<file path="src/rtl/rot_pkg.sv">
// Shared constants and helpers for the rotator family (rot / unrot_pipe).
package rot_pkg;

  localparam int N_DEF      = 32;
  localparam int LOG2_N_DEF = 5;

  localparam logic DIR_LEFT  = 1'b0;
  localparam logic DIR_RIGHT = 1'b1;

  // Rotate distance contributed by stage s when its k bit is set.
  function automatic int stage_shift(input int n, input int s);
    return n >> (s + 1);
  endfunction

endpackage

</file>
<file path="src/rtl/unrot_stage.sv">
// One registered step of the inverse rotator: conditional rotate by N>>(S+1).
// Optional per-word direction when UNROT_DIR_EN is defined.
module unrot_stage
  import rot_pkg::*;
#(
  parameter int N      = N_DEF,
  parameter int LOG2_N = LOG2_N_DEF,
  parameter int S      = 0
) (
  input  logic              clk,
  input  logic              rst,
  input  logic              load,
`ifdef UNROT_DIR_EN
  input  logic              in_dir,
  output logic              out_dir,
`endif
  input  logic              in_valid,
  input  logic [0:N-1]      in_bits,
  input  logic [0:LOG2_N-1] in_k,
  output logic              out_valid,
  output logic [0:N-1]      out_bits,
  output logic [0:LOG2_N-1] out_k
);

  localparam int SH = stage_shift(N, S);

  logic [0:N-1]      rot_left;
  logic [0:N-1]      step;
  logic              valid_q, valid_d;
  logic [0:N-1]      bits_q, bits_d;
  logic [0:LOG2_N-1] k_q, k_d;
`ifdef UNROT_DIR_EN
  logic [0:N-1]      rot_right;
  logic              dir_q, dir_d;
`endif

  // Index 0 is the MSB, so out[i] = in[(i + sh) % N] is a left rotate.
  genvar gi;
  generate
    for (gi = 0; gi < N; gi++) begin : g_bit
      assign rot_left[gi] = in_bits[(gi + SH) % N];
`ifdef UNROT_DIR_EN
      assign rot_right[gi] = in_bits[(gi + N - SH) % N];
`endif
    end
  endgenerate

  always_comb begin
    step = in_bits;
    if (in_k[S]) begin
`ifdef UNROT_DIR_EN
      step = (in_dir == DIR_RIGHT) ? rot_right : rot_left;
`else
      step = rot_left;
`endif
    end
  end

  always_comb begin
    valid_d = valid_q;
    bits_d  = bits_q;
    k_d     = k_q;
`ifdef UNROT_DIR_EN
    dir_d   = dir_q;
`endif
    if (load) begin
      valid_d = in_valid;
      if (in_valid) begin
        bits_d = step;
        k_d    = in_k;
`ifdef UNROT_DIR_EN
        dir_d  = in_dir;
`endif
      end
    end
  end

  always_ff @(posedge clk or posedge rst) begin
    if (rst) begin
      valid_q <= 1'b0;
      bits_q  <= '0;
      k_q     <= '0;
`ifdef UNROT_DIR_EN
      dir_q   <= DIR_LEFT;
`endif
    end else begin
      valid_q <= valid_d;
      bits_q  <= bits_d;
      k_q     <= k_d;
`ifdef UNROT_DIR_EN
      dir_q   <= dir_d;
`endif
    end
  end

  assign out_valid = valid_q;
  assign out_bits  = bits_q;
  assign out_k     = k_q;
`ifdef UNROT_DIR_EN
  assign out_dir   = dir_q;
`endif

endmodule

</file>
<file path="src/rtl/unrot_pipe.sv">
// Pipelined inverse barrel rotator (left rotate by k), one stage per k bit.
// Define UNROT_DIR_EN to add a per-word dir input (1 = rotate right).
module unrot_pipe
  import rot_pkg::*;
#(
  parameter int N      = N_DEF,
  parameter int LOG2_N = LOG2_N_DEF
) (
  input  logic              clk,
  input  logic              rst,
  input  logic              in_valid,
  output logic              in_ready,
  input  logic [0:N-1]      bits,
  input  logic [0:LOG2_N-1] k,
`ifdef UNROT_DIR_EN
  input  logic              dir,
`endif
  output logic              out_valid,
  input  logic              out_ready,
  output logic [0:N-1]      rotated_bits
);

  logic [0:N-1]      st_bits [0:LOG2_N];
  logic [0:LOG2_N-1] st_k    [0:LOG2_N];
  logic [LOG2_N:0]   st_valid;
  logic [LOG2_N-1:0] adv;
  logic              unused_tail;
`ifdef UNROT_DIR_EN
  logic [LOG2_N:0]   st_dir;

  assign st_dir[0]   = dir;
  assign unused_tail = ^{st_k[LOG2_N], st_dir[LOG2_N]};
`else
  assign unused_tail = ^st_k[LOG2_N];
`endif

  assign st_bits[0]  = bits;
  assign st_k[0]     = k;
  assign st_valid[0] = in_valid;

  genvar gi;
  generate
    for (gi = 0; gi < LOG2_N; gi++) begin : g_stage
      unrot_stage #(
        .N      (N),
        .LOG2_N (LOG2_N),
        .S      (gi)
      ) u_stage (
        .clk       (clk),
        .rst       (rst),
        .load      (adv[gi]),
`ifdef UNROT_DIR_EN
        .in_dir    (st_dir[gi]),
        .out_dir   (st_dir[gi+1]),
`endif
        .in_valid  (st_valid[gi]),
        .in_bits   (st_bits[gi]),
        .in_k      (st_k[gi]),
        .out_valid (st_valid[gi+1]),
        .out_bits  (st_bits[gi+1]),
        .out_k     (st_k[gi+1])
      );
    end
  endgenerate

  // A stage may load when it is empty or its contents move on this cycle.
  always_comb begin
    adv = '0;
    adv[LOG2_N-1] = !st_valid[LOG2_N] || out_ready;
    for (int s = LOG2_N - 2; s >= 0; s--) begin
      adv[s] = !st_valid[s+1] || adv[s+1];
    end
  end

  assign in_ready     = adv[0];
  assign out_valid    = st_valid[LOG2_N];
  assign rotated_bits = st_bits[LOG2_N];

endmodule

</file>
<file path="config.mk">
export PLATFORM = sky130hd
export DESIGN_NAME = unrot_pipe
export DESIGN_NICKNAME = d
export VERILOG_FILES = /design/src/rtl/rot_pkg.sv /design/src/rtl/unrot_stage.sv /design/src/rtl/unrot_pipe.sv
export SDC_FILE = /design/constraint.sdc
export NUM_CORES = 1
export LEC_CHECK = 0
export ABC_AREA = 1
export ABC_CLOCK_PERIOD_IN_PS = 9400
export CORE_MARGIN = 2
export CORE_UTILIZATION = 50
export CTS_CLUSTER_SIZE = 10
export DETAILED_ROUTE_END_ITERATION = 16
export PLACE_DENSITY = 0.71
export SLEW_MARGIN = 25
export SYNTH_ARGS = -nofsm -noshare
export SYNTH_HDL_FRONTEND = slang
export SYNTH_SLANG_ARGS = --single-unit
</file>
<file path="constraint.sdc">
create_clock -name clk -period 9.4 [get_ports clk]
set_clock_uncertainty 0.2 [all_clocks]
set_input_delay 2.82 -clock clk [delete_from_list [all_inputs] [get_ports clk]]
set_output_delay 2.82 -clock clk [all_outputs]
set_load 0.05 [all_outputs]
</file>
==> impl_metrics.ini <==
[die]
fp-row-count = 46
die_h_um = 132.3
design.die.area_sq_um = 17510
core_sq_um = 16000
io_pins = 75
die_x_um = 132.3
start_util_pct = 51.47

[finish]
syn2layout_area_growth_pct = 16.88
multi_input_area_sq_um = 3134
diodes = 0
fin_cells = 1261
regArea_sq_um = 4379
nFillCells = 1480
fin_nets = 1073
final_layout_size_suffix_gt1_share_pct = 4.880

[setup_path]
crit_top_cell = clkdlybuf4s50_1
r2r-end = g_stage[0].u_stage.out_bits[9]$_DFFE_PP0P_
r2r_slack_ns = 7.24
reg2regPathDepth = 7
slowest_stage = clkdlybuf4s50_1
crit_type = input pin to output port
startpoint_type = input pin
timing.rr.start = g_stage[4].u_stage.out_valid$_DFFE_PP0P_
path_cells = clkdlybuf4s50_1 -> inv_1 -> nand3_2 -> nor2_2 -> nand3_1 -> clkdlybuf4s50_1
end_kind = output port
critical_path.max_fanout = 3
max_stage_delay_ns = 0.76
crit_required_ns = 6.38
arrival_ns = 4.49

[clock_tree]
cts_hold_buf = 0
cts_htree_levels = 4
ctsResizeCount = 0
tritoncts_num_sinks = 175
clk_pin_slew_ns = 0.06
cts_made_buffers = 17
cts_tree = built
post_cts_buffers = 0
cts_root_buf = clkbuf_16
clk_latency_ns = 0.43
cts_buffer_depth = 2

[synthesis]
ys_ff_latch = 175
ys_warn_count = 0
synthFlopType = dfrtp_1
synth.most_common_cell = nand2_1
synth_top_cell_area_share_pct = 53.18
yosys.area.top_type = dfrtp_1
yosys-top-cells-area = dfrtp_1 53%, nand2_1 12%, o21ai_0 11%, inv_1 4.6%, mux2i_1 3.9%
syn_nets = 1040
synth-edff-count = 0
ys_types = 20
synth-seq-area-share_pct = 53.18
synth_common_cells = 267 x nand2_1, 175 x dfrtp_1, 174 x o21ai_0
synth.cell_area_sq_um = 8235
syn_area_per_cell_sq_um = 8.244
ys_async_sr_fraction_pct = 100.0
postSynthCellCount = 999

[timing]
rsz0062_at_grt = no
slew-limit-headroom_pct = 43.97
post-route-period-util_pct = 79.93
finalHoldViolations = 0
clock.fmax_mhz = 133.1
layout_min_cycle_time_ns = 7.513
setup_violations = 0
setup-tns-final_ns = 0
layout_setup_ws_ns = 1.887
slew_viol_final = 0
worst_pin_slew_ns = 0.8392

[placement]
dpl.cell_count = 1229
hpwl_um = 10480
port_buffers = 74
dp_slack_ns = 1.837
gp_congestion = 0.8191

[drt]
first_pass_iters = 5
routed_wl_um = 15400
ant_nets = 0
routedWlPerCell_um = 12.21
num_vias = 6222
avgViaCountPerCell = 4.934
route.detailed.drc = 0
detail_route.iter0.violations = 400

[run_status]
status = complete, no violations

[power_and_ir_drop]
seq_power_share_pct = 37.8
combPwrFrac_pct = 39.2
p_sw_share_pct = 40.38
vdd_drop_max_mv = 0.1522
p_int_w = 0.001932
powerDensity_nw_per_um2 = 336.6
total_leakage_power_nw = 4.443
p_switching_w = 0.001308
clkPwrFrac_pct = 22.9

[grt]
grt_max_degree = 89
grt_pass1_wl_um = 26520
grt_overflow = 0
grt_usage_pct = 18.60
grt_pass1_vias = 5476
grt_antenna_before_repair = 0

[hold_path]
min-delay-path-class = flop to flop
hold_end = g_stage[1].u_stage.out_k[3]$_DFFE_PP0P_
min_path_cells = 2
worst_hold_startpoint = g_stage[1].u_stage.out_k[3]$_DFFE_PP0P_

[job]
drv_cap = 0
[worst max path at each step]
stage / start / slack, ns / end / cells after the start
after CTS: out_ready / 1.83 / in_ready / 6
final: out_ready / 1.89 / in_ready / 6
after detailed placement: out_ready / 1.84 / in_ready / 6
after global placement: out_ready / 1.84 / in_ready / 6
after global routing: out_ready / 1.78 / in_ready / 6
after floorplan: rst / 1.63 / g_stage[0].u_stage.out_bits[0]$_DFFE_PP0P_ / 1
[power groups by stage]
stage	logic, W	clock network [W]	registers, W
floorplan	0.000727	0	0.00145
global placement	0.00124	0	0.00123
detailed placement	0.00127	0	0.00124
CTS	0.00128	0.000755	0.00123
global route	0.00143	0.000792	0.00127
finish	0.00127	0.000743	0.00123
[worst max-delay path: cells and delay by family]
family	cells	cell delay, ns
buffers and inverters	3	1.24
and+or+nand+nor	3	0.42
[layout make-up]
class                      instances  share of cell area, %
clock buffer                      19                  4.602
clock inverter                    13                  1.950
inverter                         103                  4.069
multi-input combinational        653                  32.56
sequential                       175                  45.50
tap                              216                  2.808
timing repair buffer              82                  8.514
[per-stage QoR]
step | power (W) | area [sq um] | hold slack (ns) | utilization (%)
2_1_floorplan | 0.002175 | 8235 | 0.2422 | -
5_1_grt | 0.003493 | 9625 | 0.3127 | 60.16
4_1_cts | 0.003264 | 9620 | 0.2818 | 60.13
3_3_place_gp | 0.002470 | 8959 | 0.2604 | 55.99
6_report | 0.003240 | 9625 | 0.2804 | 60.16
3_5_place_dp | 0.002512 | 8990 | 0.2661 | 56.19
[cells by family (layout without fill, tap and decap cells)]
family	Yosys count	in the layout	synth area share, %
AO/OA/AOI/OAI	258	258	16.62
buffers and inverters	171	217	8.827
flip-flops	175	175	53.18
multiplexers	32	32	3.889
AND/OR/NAND/NOR	363	363	17.49
[cells in the final DEF (no fill, tap or decap), types with 6 or more instances in the layout]
| master | n |
|---|---|
| nand2_1 | 267 |
| dfrtp_1 | 175 |
| o21ai_0 | 174 |
| inv_1 | 99 |
| clkdlybuf4s50_1 | 73 |
| nor2_1 | 48 |
| a21oi_1 | 48 |
| nand3_1 | 41 |
| mux2i_1 | 32 |
| o211ai_1 | 31 |
| clkbuf_16 | 17 |
| buf_4 | 6 |
[state kept, by name, indices dropped and copies added, names as in the netlist]
| name | count |
|---|---|
| g_stage.u_stage.out_k | 10 |
| g_stage.u_stage.out_bits | 160 |
| g_stage.u_stage.out_valid | 5 |
[routing by layer]
metal,part of all wire [%],vias up,routed length (um),global-route usage (%)
met4,2.0,0,301,6.810
li1,-,3307,-,-
met1,52,2781,8030,27.52
met3,3.3,21,506,3.768
met2,43,113,6560,27.17
met5,0,-,0,0
Note: power is estimated with default switching activity, not from simulation.
